===== config.mk =====
export PLATFORM = sky130hd
export DESIGN_NAME = operand_fetch
export DESIGN_NICKNAME = d
export VERILOG_FILES = /design/src/rtl/rv_pkg.sv /design/src/rtl/of_fwd_mux.sv /design/src/rtl/operand_fetch.sv
export SDC_FILE = /design/constraint.sdc
export NUM_CORES = 1
export LEC_CHECK = 0
export ABC_AREA = 1
export BUFFER_PORTS_ARGS = -buffer_cell sky130_fd_sc_hd__buf_2
export CAP_MARGIN = 20
export CORE_AREA = 3 3 134 136
export CTS_CLUSTER_DIAMETER = 40
export DETAILED_ROUTE_END_ITERATION = 12
export DIE_AREA = 0 0 137 139
export GPL_ROUTABILITY_DRIVEN = 1
export HOLD_SLACK_MARGIN = 0.06
export PLACE_DENSITY = 0.7
export SLEW_MARGIN = 20
export SYNTH_ARGS = -nofsm -noshare
export SYNTH_HDL_FRONTEND = slang
export SYNTH_SLANG_ARGS = --single-unit

===== constraint.sdc =====
create_clock -name CLK -period 5.07 [get_ports CLK]
set_input_delay 0.7605 -clock CLK [delete_from_list [all_inputs] [get_ports CLK]]
set_output_delay 0.7605 -clock CLK [all_outputs]
set_load 0.05 [all_outputs]

===== src/rtl/rv_pkg.sv =====
// Shared widths, forwarding-select encoding and output payload for operand_fetch.
// Build option: define OF_FORWARD_EN to build the EX/MEM/WB forwarding network.
package rv_pkg;

   localparam int XLEN = 32;
   localparam int RAW  = 5;

`ifdef OF_FORWARD_EN
   localparam bit FWD_EN = 1'b1;
`else
   localparam bit FWD_EN = 1'b0;
`endif

   typedef enum logic [1:0] {
      FWD_RF  = 2'd0,
      FWD_EX  = 2'd1,
      FWD_MEM = 2'd2,
      FWD_WB  = 2'd3
   } fwd_sel_e;

   typedef struct packed {
      logic [XLEN-1:0] pc;
      logic [XLEN-1:0] op1;
      logic [XLEN-1:0] op2;
      logic [RAW-1:0]  rd;
      logic            rd_we;
      logic            is_load;
   } of_out_t;

endpackage


===== src/rtl/of_fwd_mux.sv =====
// One operand's hazard detection and EX > MEM > WB > register-file select.
// Without OF_FORWARD_EN the select is pinned to the register file and any in-flight producer stalls.
module of_fwd_mux
   import rv_pkg::*;
(
   input  logic [RAW-1:0]  i_rs,
   input  logic            i_used,
   input  logic [XLEN-1:0] i_rf_rdata,
   input  logic [RAW-1:0]  i_ex_rd,
   input  logic            i_ex_we,
   input  logic            i_ex_is_load,
   input  logic [XLEN-1:0] i_ex_result,
   input  logic [RAW-1:0]  i_mem_rd,
   input  logic            i_mem_we,
   input  logic [XLEN-1:0] i_mem_result,
   input  logic [RAW-1:0]  i_wb_rd,
   input  logic            i_wb_we,
   input  logic [XLEN-1:0] i_wb_data,
   output logic [XLEN-1:0] o_data,
   output logic            o_stall
);

   logic     w_nz;
   logic     w_ex_hit;
   logic     w_mem_hit;
   logic     w_wb_hit;
   fwd_sel_e w_sel;

   assign w_nz      = (i_rs != '0);
   assign w_ex_hit  = i_ex_we  && (i_ex_rd  == i_rs) && w_nz;
   assign w_mem_hit = i_mem_we && (i_mem_rd == i_rs) && w_nz;
   assign w_wb_hit  = i_wb_we  && (i_wb_rd  == i_rs) && w_nz;

   // A load in EX has no data yet, so it never wins the select.
   always_comb begin
      // NOTE: default assigned first so every path drives w_sel and no latch is inferred.
      w_sel = FWD_RF;
      if (FWD_EN) begin
         if (w_ex_hit && !i_ex_is_load) w_sel = FWD_EX;
         else if (w_mem_hit)            w_sel = FWD_MEM;
         else if (w_wb_hit)             w_sel = FWD_WB;
      end
   end

   always_comb begin
      o_data = i_rf_rdata;
      case (w_sel)
         FWD_EX:  o_data = i_ex_result;
         FWD_MEM: o_data = i_mem_result;
         FWD_WB:  o_data = i_wb_data;
         default: o_data = i_rf_rdata;
      endcase
      if (!w_nz) o_data = '0;
   end

   assign o_stall = i_used && (FWD_EN ? (w_ex_hit && i_ex_is_load)
                                      : (w_ex_hit || w_mem_hit || w_wb_hit));

endmodule


===== src/rtl/operand_fetch.sv =====
// Decode-to-execute operand stage: RF read, RAW forwarding, load-use stall, one-entry output register.
// Forwarding is built only when OF_FORWARD_EN is defined (see of_fwd_mux).
module operand_fetch
   import rv_pkg::*;
(
   input  logic            CLK,
   input  logic            RST,
   input  logic            flush,
   input  logic            in_valid,
   output logic            in_ready,
   input  logic [XLEN-1:0] in_pc,
   input  logic [RAW-1:0]  in_rs1,
   input  logic [RAW-1:0]  in_rs2,
   input  logic            in_rs1_used,
   input  logic            in_rs2_used,
   input  logic [RAW-1:0]  in_rd,
   input  logic            in_rd_we,
   input  logic            in_is_load,
   output logic [RAW-1:0]  rf_raddr1,
   output logic [RAW-1:0]  rf_raddr2,
   input  logic [XLEN-1:0] rf_rdata1,
   input  logic [XLEN-1:0] rf_rdata2,
   input  logic [RAW-1:0]  ex_rd,
   input  logic            ex_we,
   input  logic            ex_is_load,
   input  logic [XLEN-1:0] ex_result,
   input  logic [RAW-1:0]  mem_rd,
   input  logic            mem_we,
   input  logic [XLEN-1:0] mem_result,
   input  logic [RAW-1:0]  wb_rd,
   input  logic            wb_we,
   input  logic [XLEN-1:0] wb_data,
   output logic            out_valid,
   input  logic            out_ready,
   output logic [XLEN-1:0] out_pc,
   output logic [XLEN-1:0] out_op1,
   output logic [XLEN-1:0] out_op2,
   output logic [RAW-1:0]  out_rd,
   output logic            out_rd_we,
   output logic            out_is_load
);

   logic [XLEN-1:0] w_op1;
   logic [XLEN-1:0] w_op2;
   logic            w_stall1;
   logic            w_stall2;
   logic            w_hz;
   logic            w_accept;
   of_out_t         w_next;
   of_out_t         r_out;
   logic            r_valid;

   assign rf_raddr1 = in_rs1;
   assign rf_raddr2 = in_rs2;

   of_fwd_mux u_fwd_rs1 (
      .i_rs         (in_rs1),
      .i_used       (in_rs1_used),
      .i_rf_rdata   (rf_rdata1),
      .i_ex_rd      (ex_rd),
      .i_ex_we      (ex_we),
      .i_ex_is_load (ex_is_load),
      .i_ex_result  (ex_result),
      .i_mem_rd     (mem_rd),
      .i_mem_we     (mem_we),
      .i_mem_result (mem_result),
      .i_wb_rd      (wb_rd),
      .i_wb_we      (wb_we),
      .i_wb_data    (wb_data),
      .o_data       (w_op1),
      .o_stall      (w_stall1)
   );

   of_fwd_mux u_fwd_rs2 (
      .i_rs         (in_rs2),
      .i_used       (in_rs2_used),
      .i_rf_rdata   (rf_rdata2),
      .i_ex_rd      (ex_rd),
      .i_ex_we      (ex_we),
      .i_ex_is_load (ex_is_load),
      .i_ex_result  (ex_result),
      .i_mem_rd     (mem_rd),
      .i_mem_we     (mem_we),
      .i_mem_result (mem_result),
      .i_wb_rd      (wb_rd),
      .i_wb_we      (wb_we),
      .i_wb_data    (wb_data),
      .o_data       (w_op2),
      .o_stall      (w_stall2)
   );

   assign w_hz     = in_valid && (w_stall1 || w_stall2);
   assign in_ready = !w_hz && (!r_valid || out_ready);
   assign w_accept = in_valid && in_ready && !flush;

   assign w_next = '{pc:      in_pc,
                     op1:     w_op1,
                     op2:     w_op2,
                     rd:      in_rd,
                     rd_we:   in_rd_we,
                     is_load: in_is_load};

   // Flush beats capture and drain; a held entry is only ever overwritten by a fresh capture.
   always_ff @(posedge CLK or posedge RST) begin
      if (RST) begin
         // NOTE: non-blocking assignments so valid and payload all change together at the edge.
         r_valid <= 1'b0;
         r_out   <= '0;
      end else if (flush) begin
         r_valid <= 1'b0;
      end else if (w_accept) begin
         r_valid <= 1'b1;
         r_out   <= w_next;
      end else if (out_ready) begin
         r_valid <= 1'b0;
      end
   end

   assign out_valid   = r_valid;
   assign out_pc      = r_out.pc;
   assign out_op1     = r_out.op1;
   assign out_op2     = r_out.op2;
   assign out_rd      = r_out.rd;
   assign out_rd_we   = r_out.rd_we;
   assign out_is_load = r_out.is_load;

endmodule


# Word-level counts from Yosys, hierarchy flattened
# Index checks and enable logic that the tools add are counted.
# word_totals
elab_cells,50
ff_bits,104
out_inout_bits,115
# op_classes
n_mux,5
reduce_logical,31
bitwise,1
eq_ne,6
# op_table
op,n
32-bit two-way mux,2
5-bit equality test,6
1-bit logical AND,18
5-bit nonzero test,2
1-bit logical OR,6
1-bit zero test,3
1-bit two-way mux,3
3-bit nonzero test,1
2-bit AND reduction,1
1-bit inverter,1

# Logic depth before layout (Yosys ltp)
# Gate-level depths: netlist of the first run.
# logic_depth
depth_word,14
depth_mapped,14

# Cells and area by module
# Synthesis of the first run repeated with hierarchy kept, for this count alone.
# hier_totals
hier_cells,772
area_unflattened_um2,5570.3
# modules_own_cells
mod,area_each_um2,cells_each,seq_area_each_um2,instances
operand_fetch,4351.7,476,2602.5,1
of_fwd_mux,609.3,148,0.0,2

# Worst setup path before layout of the first run
# Ideal clock, no wire load.
# synth_path
kind,input port to output port
start,input in_rs1[3]
end,output in_ready
arrival_time_ns,2.442
cell_stages,7
required_ns,4.310
setup_slack_ns,1.868
path_buffers,0
path_cell_list,nor3_1 -> nand3_1 -> nand2_1 -> inv_1 -> nand2_1 -> nand2_1 -> a21boi_0
# synth_between
elab_chain_cells,10
elab_cells_between_ends,17
cone_classes,eq/ne (3); reduce/logical (14)
# synth_rtl
element,line,source
"start, declared",operand_fetch.sv:12,"input logic [RAW-1:0] in_rs1,"
5-bit equality test (on tied branches),"of_fwd_mux.sv:30, of_fwd_mux.sv:31",
1-bit logical AND (on tied branches) (2 in a row),"of_fwd_mux.sv:30, of_fwd_mux.sv:31",
1-bit logical OR,of_fwd_mux.sv:57,: (w_ex_hit || w_mem_hit || w_wb_hit));
1-bit logical OR (*),of_fwd_mux.sv:57,
1-bit logical AND (*),of_fwd_mux.sv:56,assign o_stall = i_used && (FWD_EN ? (w_ex_hit && i_ex_is_load)
1-bit logical OR (*),operand_fetch.sv:92,assign w_hz = in_valid && (w_stall1 || w_stall2);
1-bit logical AND (*),operand_fetch.sv:92,
1-bit zero test (*),operand_fetch.sv:93,assign in_ready = !w_hz && (!r_valid || out_ready);
1-bit logical AND (*),operand_fetch.sv:93,
"end, declared",operand_fetch.sv:10,"output logic in_ready,"
# Mark *: on every way between the ends. The rest lies on a longest branch, timed or not.

# Final worst setup path of the first run
# layout_path
start,input in_rs1[0]
end,register r_out (netlist bit out_pc[23])
# layout_between
elab_chain_cells,13
elab_cells_between_ends,20
cone_classes,eq/ne (3); reduce/logical (17)
# layout_rtl
element,line,source
5-bit equality test (on tied branches),"of_fwd_mux.sv:30, of_fwd_mux.sv:31",
1-bit logical AND (on tied branches) (2 in a row),"of_fwd_mux.sv:30, of_fwd_mux.sv:31",
1-bit logical OR,of_fwd_mux.sv:57,
1-bit logical OR (*),of_fwd_mux.sv:57,
1-bit logical AND (*),of_fwd_mux.sv:56,
1-bit logical OR (*),operand_fetch.sv:92,
1-bit logical AND (*),operand_fetch.sv:92,
1-bit zero test (*),operand_fetch.sv:93,
1-bit logical AND (*),operand_fetch.sv:93,
1-bit logical AND (*) (2 in a row),operand_fetch.sv:94,assign w_accept = in_valid && in_ready && !flush;
2-bit AND reduction (no line) (*),-,
"end signal, assigned",operand_fetch.sv:113,r_out <= w_next;
"end, declared",operand_fetch.sv:50,of_out_t r_out;
# Marked as above.
# A chain may end at the register's enable or synchronous reset.

==> impl_metrics.tcl, run 1 <==
set metrics [dict create \
    status "completed" \
    postSynthCellCount 756 \
    die_y_microns 139 \
    cp.arrival_ps 3450 \
    synth_top_area_share_pct 48.1 \
    hold_viol 0 \
    maxCapViolCount 0 \
    cp_data_required_time_ps 5300 \
    cp_max_fo 54 \
    yosysSeqAreaShare_pct 48.1 \
    root_buffer "clkbuf_16" \
    worst-path-buf-inv 3 \
    drc_errors 0 \
    cts_tree "done" \
    cts_max_level 3 \
    design_area_sq_mm 0.00705 \
    comb_power_share_pct 37.3 \
    nNetsFinal 1202 \
    critPathLaunchType "primary input" \
    setup_viol_count_final 0 \
    cts_hold_buf 0 \
    drtIter0Drc 307 \
    synth.ff_latch_count 104 \
    vias 5535 \
    p_sw_uw 1190 \
    antenna_found_initial 2 \
    clkSinkCount 104 \
    swShare_pct 42.7 \
    power_frac_clock_pct 25.2 \
    yosysWarnings 0 \
    gp_congestion 0.862 \
    via_per_inst 4.62 \
    synth.distinct_cells 17 \
    finalPower_uw 2780 \
    fin_crit_ps 3220 \
    start_util_pct 31.7 \
    ctsResizeCount 0 \
    synth_largest_area_cell "dfrtp_1" \
    first_global_vias 5257 \
    pwr_density_cell_mw_per_mm2 394 \
    grt_pass1_wl_microns 26700 \
    die_area_sq_mm 0.0190 \
    fmax_mhz 310 \
    dpl_cell_area_sq_mm 0.00675 \
    syn_nets 991 \
    tns_ps 0 \
    power_frac_seq_pct 37.5 \
    worst_path_max_delay_cell "nand3_4" \
    grt_overflow 0 \
    cp_common_cell "nand2_1" \
    io_buffers 252 \
    top_level_ports 350 \
    cts_setup_buffers 0 \
    row_count 48 \
    pre_cts_slack_ps 1450 \
    finalMaxSlewViolations 0 \
    firstDrtPassIters 4 \
    grt_usage_pct 17.3 \
    routedWlPerCell_microns 14.0 \
    path_class "primary input to flip-flop" \
    path_cells "buf_2 > inv_1 > nand2_1 > nand2_1 > nor2_1 > nand3_1 > nand3_1 > nand2_1 > nand2_1 > nand2_4 > nand3_4 > buf_4 > nand2_1 > nand2_1" \
    rsz0062_at_grt "false" \
    synth_area_leaders "dfrtp_1 48%, nand2_1 24%, nand4_1 12%, inv_1 6.4%, clkbuf_1 2.1%" \
    hpwl_microns 11300 \
    hp-class "flip-flop to flip-flop" \
    final_cell_mix "351 x nand2_1, 252 x buf_2, 104 x dfrtp_1" \
    ir_drop_v 0.000166 \
    mostFrequentLayoutCell "nand2_1" \
    layout-drive-gt1-share_pct 28.8 \
    cpLargestDelayFamily "simple AND/OR/NAND/NOR gates" \
    clkTransAtPathRegs_ps 70 \
    cts_made_buffers 9 \
    worst_slew_pin_slew_ps 829 \
    routed_wl_microns 16800 \
    synth.avg_cell_area_sq_um 7.16 \
    cp_slowest_stage_delay_ps 660 \
    clock_latency_ps 350 \
    max_slew_margin_pct 44.8 \
    critPathCaptureType "flip-flop" \
    grt_max_degree 67 \
    whs_ps 463 \
    core_sq_mm 0.0171 \
    fin_crit_sh_pct 63.5 \
    finalWorstSetupSlack_ps 1850 \
    clockBufferDepth 2 \
    dieWidth_microns 137 \
    p_leak_uw 0.00447 \
    p_int_uw 1590 \
    area_growth_pct 30.2 \
    synth_area_sq_mm 0.00541 \
    postRouteAntennaNets 0 \
    finalClockSkew_ps 7.96 \
]
[routing by layer]
layer	track usage, %	vias up	wire length [microns]
met5	0	-	7
met4	4.99	2	237
met3	4.72	15	1200
met2	28.5	182	7990
met1	22.2	2548	7370
li1	-	2788	-
[worst paths after layout]
| path | start | end | slack (ps) | cells past startpoint |
|---|---|---|---|---|
| max | in_rs1[0] | out_pc[23]$_DFFE_PP0P_ | 1850 | 14 |
| min | out_pc[14]$_DFFE_PP0P_ | out_pc[14]$_DFFE_PP0P_ | 460 | 2 |
| max reg2reg | out_valid$_DFFE_PP0P_ | out_pc[23]$_DFFE_PP0P_ | 2760 | 5 |
| min reg2reg | out_pc[14]$_DFFE_PP0P_ | out_pc[14]$_DFFE_PP0P_ | 460 | 2 |
| max in group asynchronous | RST | out_op1[16]$_DFFE_PP0P_ | 3440 | 3 |
| min in group asynchronous | RST | out_op1[28]$_DFFE_PP0P_ | 570 | 2 |
[registers in the layout (all words and copies together) (netlist names)]
| register | cells |
|---|---|
| out_op1 | 32 |
| out_op2 | 32 |
| out_pc | 32 |
| out_rd | 5 |
| out_is_load | 1 |
| out_rd_we | 1 |
| out_valid | 1 |
[metrics by stage]
step / util (%) / instances
after global routing: 41.3 / 1197
after floorplan: - / 756
after CTS: 41.3 / 1196
final: 41.3 / 1197
after global placement: 39.6 / 1181
after detailed placement: 39.6 / 1181
[layout make-up]
class                   count  area [sq um]
fillers                  1831         10000
flip-flops and latches    104          2600
multi-input cells         500          2200
repair buffers            260          1320
inverters                  92           348
well taps                 225           282
clock buffers              10           239
clock inverters             5          57.6
diodes                      1          2.50
[synth_stat cells (all sizes together)]
library cell,count
a21boi,1
nand3,11
inv,92
nand4,103
clkbuf,30
nor3,2
dfrtp,104
nand2,353
buf,30
nor2,25
o21ai,5
[worst register-to-register path, stage by stage (launching register included)]
cell	delay, ps
dfrtp_1	410
nand2_4	410
nand3_4	640
buf_4	550
nand2_1	130
nand2_1	60
[power by group through the flow]
| stage | clock [uW] | sequential [uW] | combinational [uW] |
|---|---|---|---|
| final | 701 | 1040 | 1040 |
| after global routing | 766 | 1060 | 1110 |
| after CTS | 729 | 1040 | 1050 |
| after detailed placement | 0 | 1050 | 1050 |
| after global placement | 0 | 1050 | 1040 |
| after floorplan | 0 | 1560 | 254 |
[cell families after synthesis]
kind of cell | count (synthesis) | synth area share [%]
flops | 104 | 48.1
buf+inv | 152 | 11.9
simple gates | 494 | 39.5
compound gates | 6 | 0.601
(Power assumes the default switching activity.)
==> run 2: changes to the inputs <==
--- a/config.mk
+++ b/config.mk
@@ -8,13 +8,13 @@
 export ABC_AREA = 1
 export BUFFER_PORTS_ARGS = -buffer_cell sky130_fd_sc_hd__buf_2
 export CAP_MARGIN = 20
-export CORE_AREA = 3 3 134 136
+export CORE_AREA = 3 3 133 135
 export CTS_CLUSTER_DIAMETER = 40
 export DETAILED_ROUTE_END_ITERATION = 12
-export DIE_AREA = 0 0 137 139
+export DIE_AREA = 0 0 136 138
 export GPL_ROUTABILITY_DRIVEN = 1
 export HOLD_SLACK_MARGIN = 0.06
-export PLACE_DENSITY = 0.7
+export PLACE_DENSITY = 0.73
 export SLEW_MARGIN = 20
 export SYNTH_ARGS = -nofsm -noshare
 export SYNTH_HDL_FRONTEND = slang
==> constraint.sdc (replaced) <==
create_clock -name CLK -period 2.6 [get_ports CLK]
set_input_delay 0.39 -clock CLK [delete_from_list [all_inputs] [get_ports CLK]]
set_output_delay 0.39 -clock CLK [all_outputs]
set_load 0.05 [all_outputs]
==> impl_metrics.tcl, run 2 (synthesized netlist as in run 1, its figures left out) <==
set metrics [dict create \
    mostFrequentLayoutCell "nand2_1" \
    rsz0062_at_grt "false" \
    postRouteAntennaNets 0 \
    finalClockSkew_ps 5.92 \
    worstRegToRegCells 4 \
    worst_slew_pin_slew_ps 613 \
    dieWidth_microns 136 \
    post-place-cells 1178 \
    worst_path_max_delay_cell "buf_2" \
    root_buffer "clkbuf_16" \
    finalMaxSlewViolations 0 \
    setup_viol_count_final 0 \
    grt_usage_pct 17.9 \
    top_level_ports 350 \
    cp_slowest_stage_delay_ps 290 \
    cp.arrival_ps 1700 \
    routed_wl_microns 17100 \
    io_buffers 252 \
    tns_ps 0 \
    power_frac_seq_pct 38.2 \
    firstDrtPassIters 5 \
    fin_crit_ps 2090 \
    layoutNonFillerInstCount 1193 \
    cp_max_fo 6 \
    multi_input_area_sq_mm 0.00220 \
    gp_congestion 0.895 \
    grt_overflow 0 \
    path_class "primary input to output port" \
    register_area_sq_mm 0.00260 \
    clockBufferDepth 2 \
    clock_latency_ps 340 \
    r2r-end "out_pc[1]$_DFFE_PP0P_" \
    critPathLaunchType "primary input" \
    cp_common_cell "nand2_1" \
    power_frac_clock_pct 23.3 \
    drc_errors 0 \
    hpwl_microns 11600 \
    core_sq_mm 0.0166 \
    die_y_microns 138 \
    row_count 47 \
    p_int_uw 3000 \
    worst-path-buf-inv 3 \
    ctsResizeCount 0 \
    antenna_found_initial 1 \
    cts_made_buffers 9 \
    cp_data_required_time_ps 2210 \
    p_leak_uw 0.00449 \
    cts_tree "done" \
    n_fill_cell 1755 \
    layout-drive-gt1-share_pct 29.0 \
    clkSinkCount 104 \
    hold_viol 0 \
    comb_power_share_pct 38.5 \
    cts_hold_buf 0 \
    cpLargestDelayFamily "buffers and inverters" \
    fmax_mhz 478 \
    critPathCaptureType "output port" \
    grt_max_degree 105 \
    r2r_setup_slack_ps 1040 \
    swShare_pct 43.6 \
    rr_startpoint "out_valid$_DFFE_PP0P_" \
    cts_setup_buffers 0 \
    drtIter0Drc 275 \
    pwr_density_cell_mw_per_mm2 749 \
    cp-startpoint "in_rs1[0]" \
    die_area_sq_mm 0.0188 \
    ir_drop_v 0.000344 \
    vias 5554 \
    p_sw_uw 2320 \
    path_cells "buf_2 > inv_1 > nand2_1 > nand2_1 > nor2_1 > nand3_1 > nand3_1 > nand2_1 > nand2_1 > a21boi_1 > buf_2" \
    maxCapViolCount 0 \
    nNetsFinal 1204 \
    antenna_cells 0 \
    hp-class "primary input to asynchronous set/reset pin" \
    start_util_pct 32.6 \
    area_growth_pct 31.2 \
    clkTransAtPathRegs_ps 70 \
    max_slew_margin_pct 59.1 \
    status "completed" \
    cts_max_level 3 \
    via_per_inst 4.66 \
    final_cell_mix "351 x nand2_1, 252 x buf_2, 104 x dfrtp_1" \
    grt_pass1_wl_microns 27300 \
    routedWlPerCell_microns 14.3 \
    first_global_vias 5297 \
    fin_crit_sh_pct 80.5 \
]
==> run 2: worst min-delay path: cells and delay by family <==
kind / cells / cell delay, ps
buffers and inverters: 3 / 610
==> run 2: layout make-up <==
cell class,instances,area share [%]
Multi-Input combinational cell,500,31.0
Clock inverter,5,0.493
Inverter,92,4.91
Tap cell,220,3.88
Timing Repair Buffer,262,19.9
Clock buffer,10,3.22
Sequential cell,104,36.6
==> run 2: per-stage QoR <==
step / setup WS [ps] / power, uW / cell area, sq um / util [%] / hold slack (ps)
3_5_place_dp: 413 / 4120 / 6840 / 41.2 / 453
6_report: 507 / 5320 / 7100 / 42.8 / 212
4_1_cts: 520 / 5400 / 7100 / 42.8 / 229
2_1_floorplan: 321 / 3540 / 5420 / - / 485
3_3_place_gp: 452 / 4090 / 6840 / 41.2 / 448
5_1_grt: 397 / 5620 / 7100 / 42.8 / 263
==> run 2: power groups by stage <==
stage                     Sequential, uW  Combinational [uW]  Clock (uW)
after floorplan                     3040                 496           0
after global placement              2050                2040           0
after detailed placement            2060                2060           0
after CTS                           2030                2060        1310
after global routing                2070                2190        1370
final                               2030                2050        1240
==> run 2: worst max path at each step <==
stage	endpoint	slack (ps)	cells past startpoint
final	in_ready	510	11
after global routing	in_ready	400	10
after CTS	in_ready	520	11
after detailed placement	out_op2[19]$_DFFE_PP0P_	410	14
after global placement	out_op2[13]$_DFFE_PP0P_	450	14
after floorplan	in_ready	320	3
==> run 2: layer usage <==
layer,GRT usage (%),vias up,wire (microns)
li1,-,2792,-
met4,4.62,2,197
met2,29.5,209,7980
met1,23.5,2531,7560
met3,4.43,20,1330
met5,0,-,13
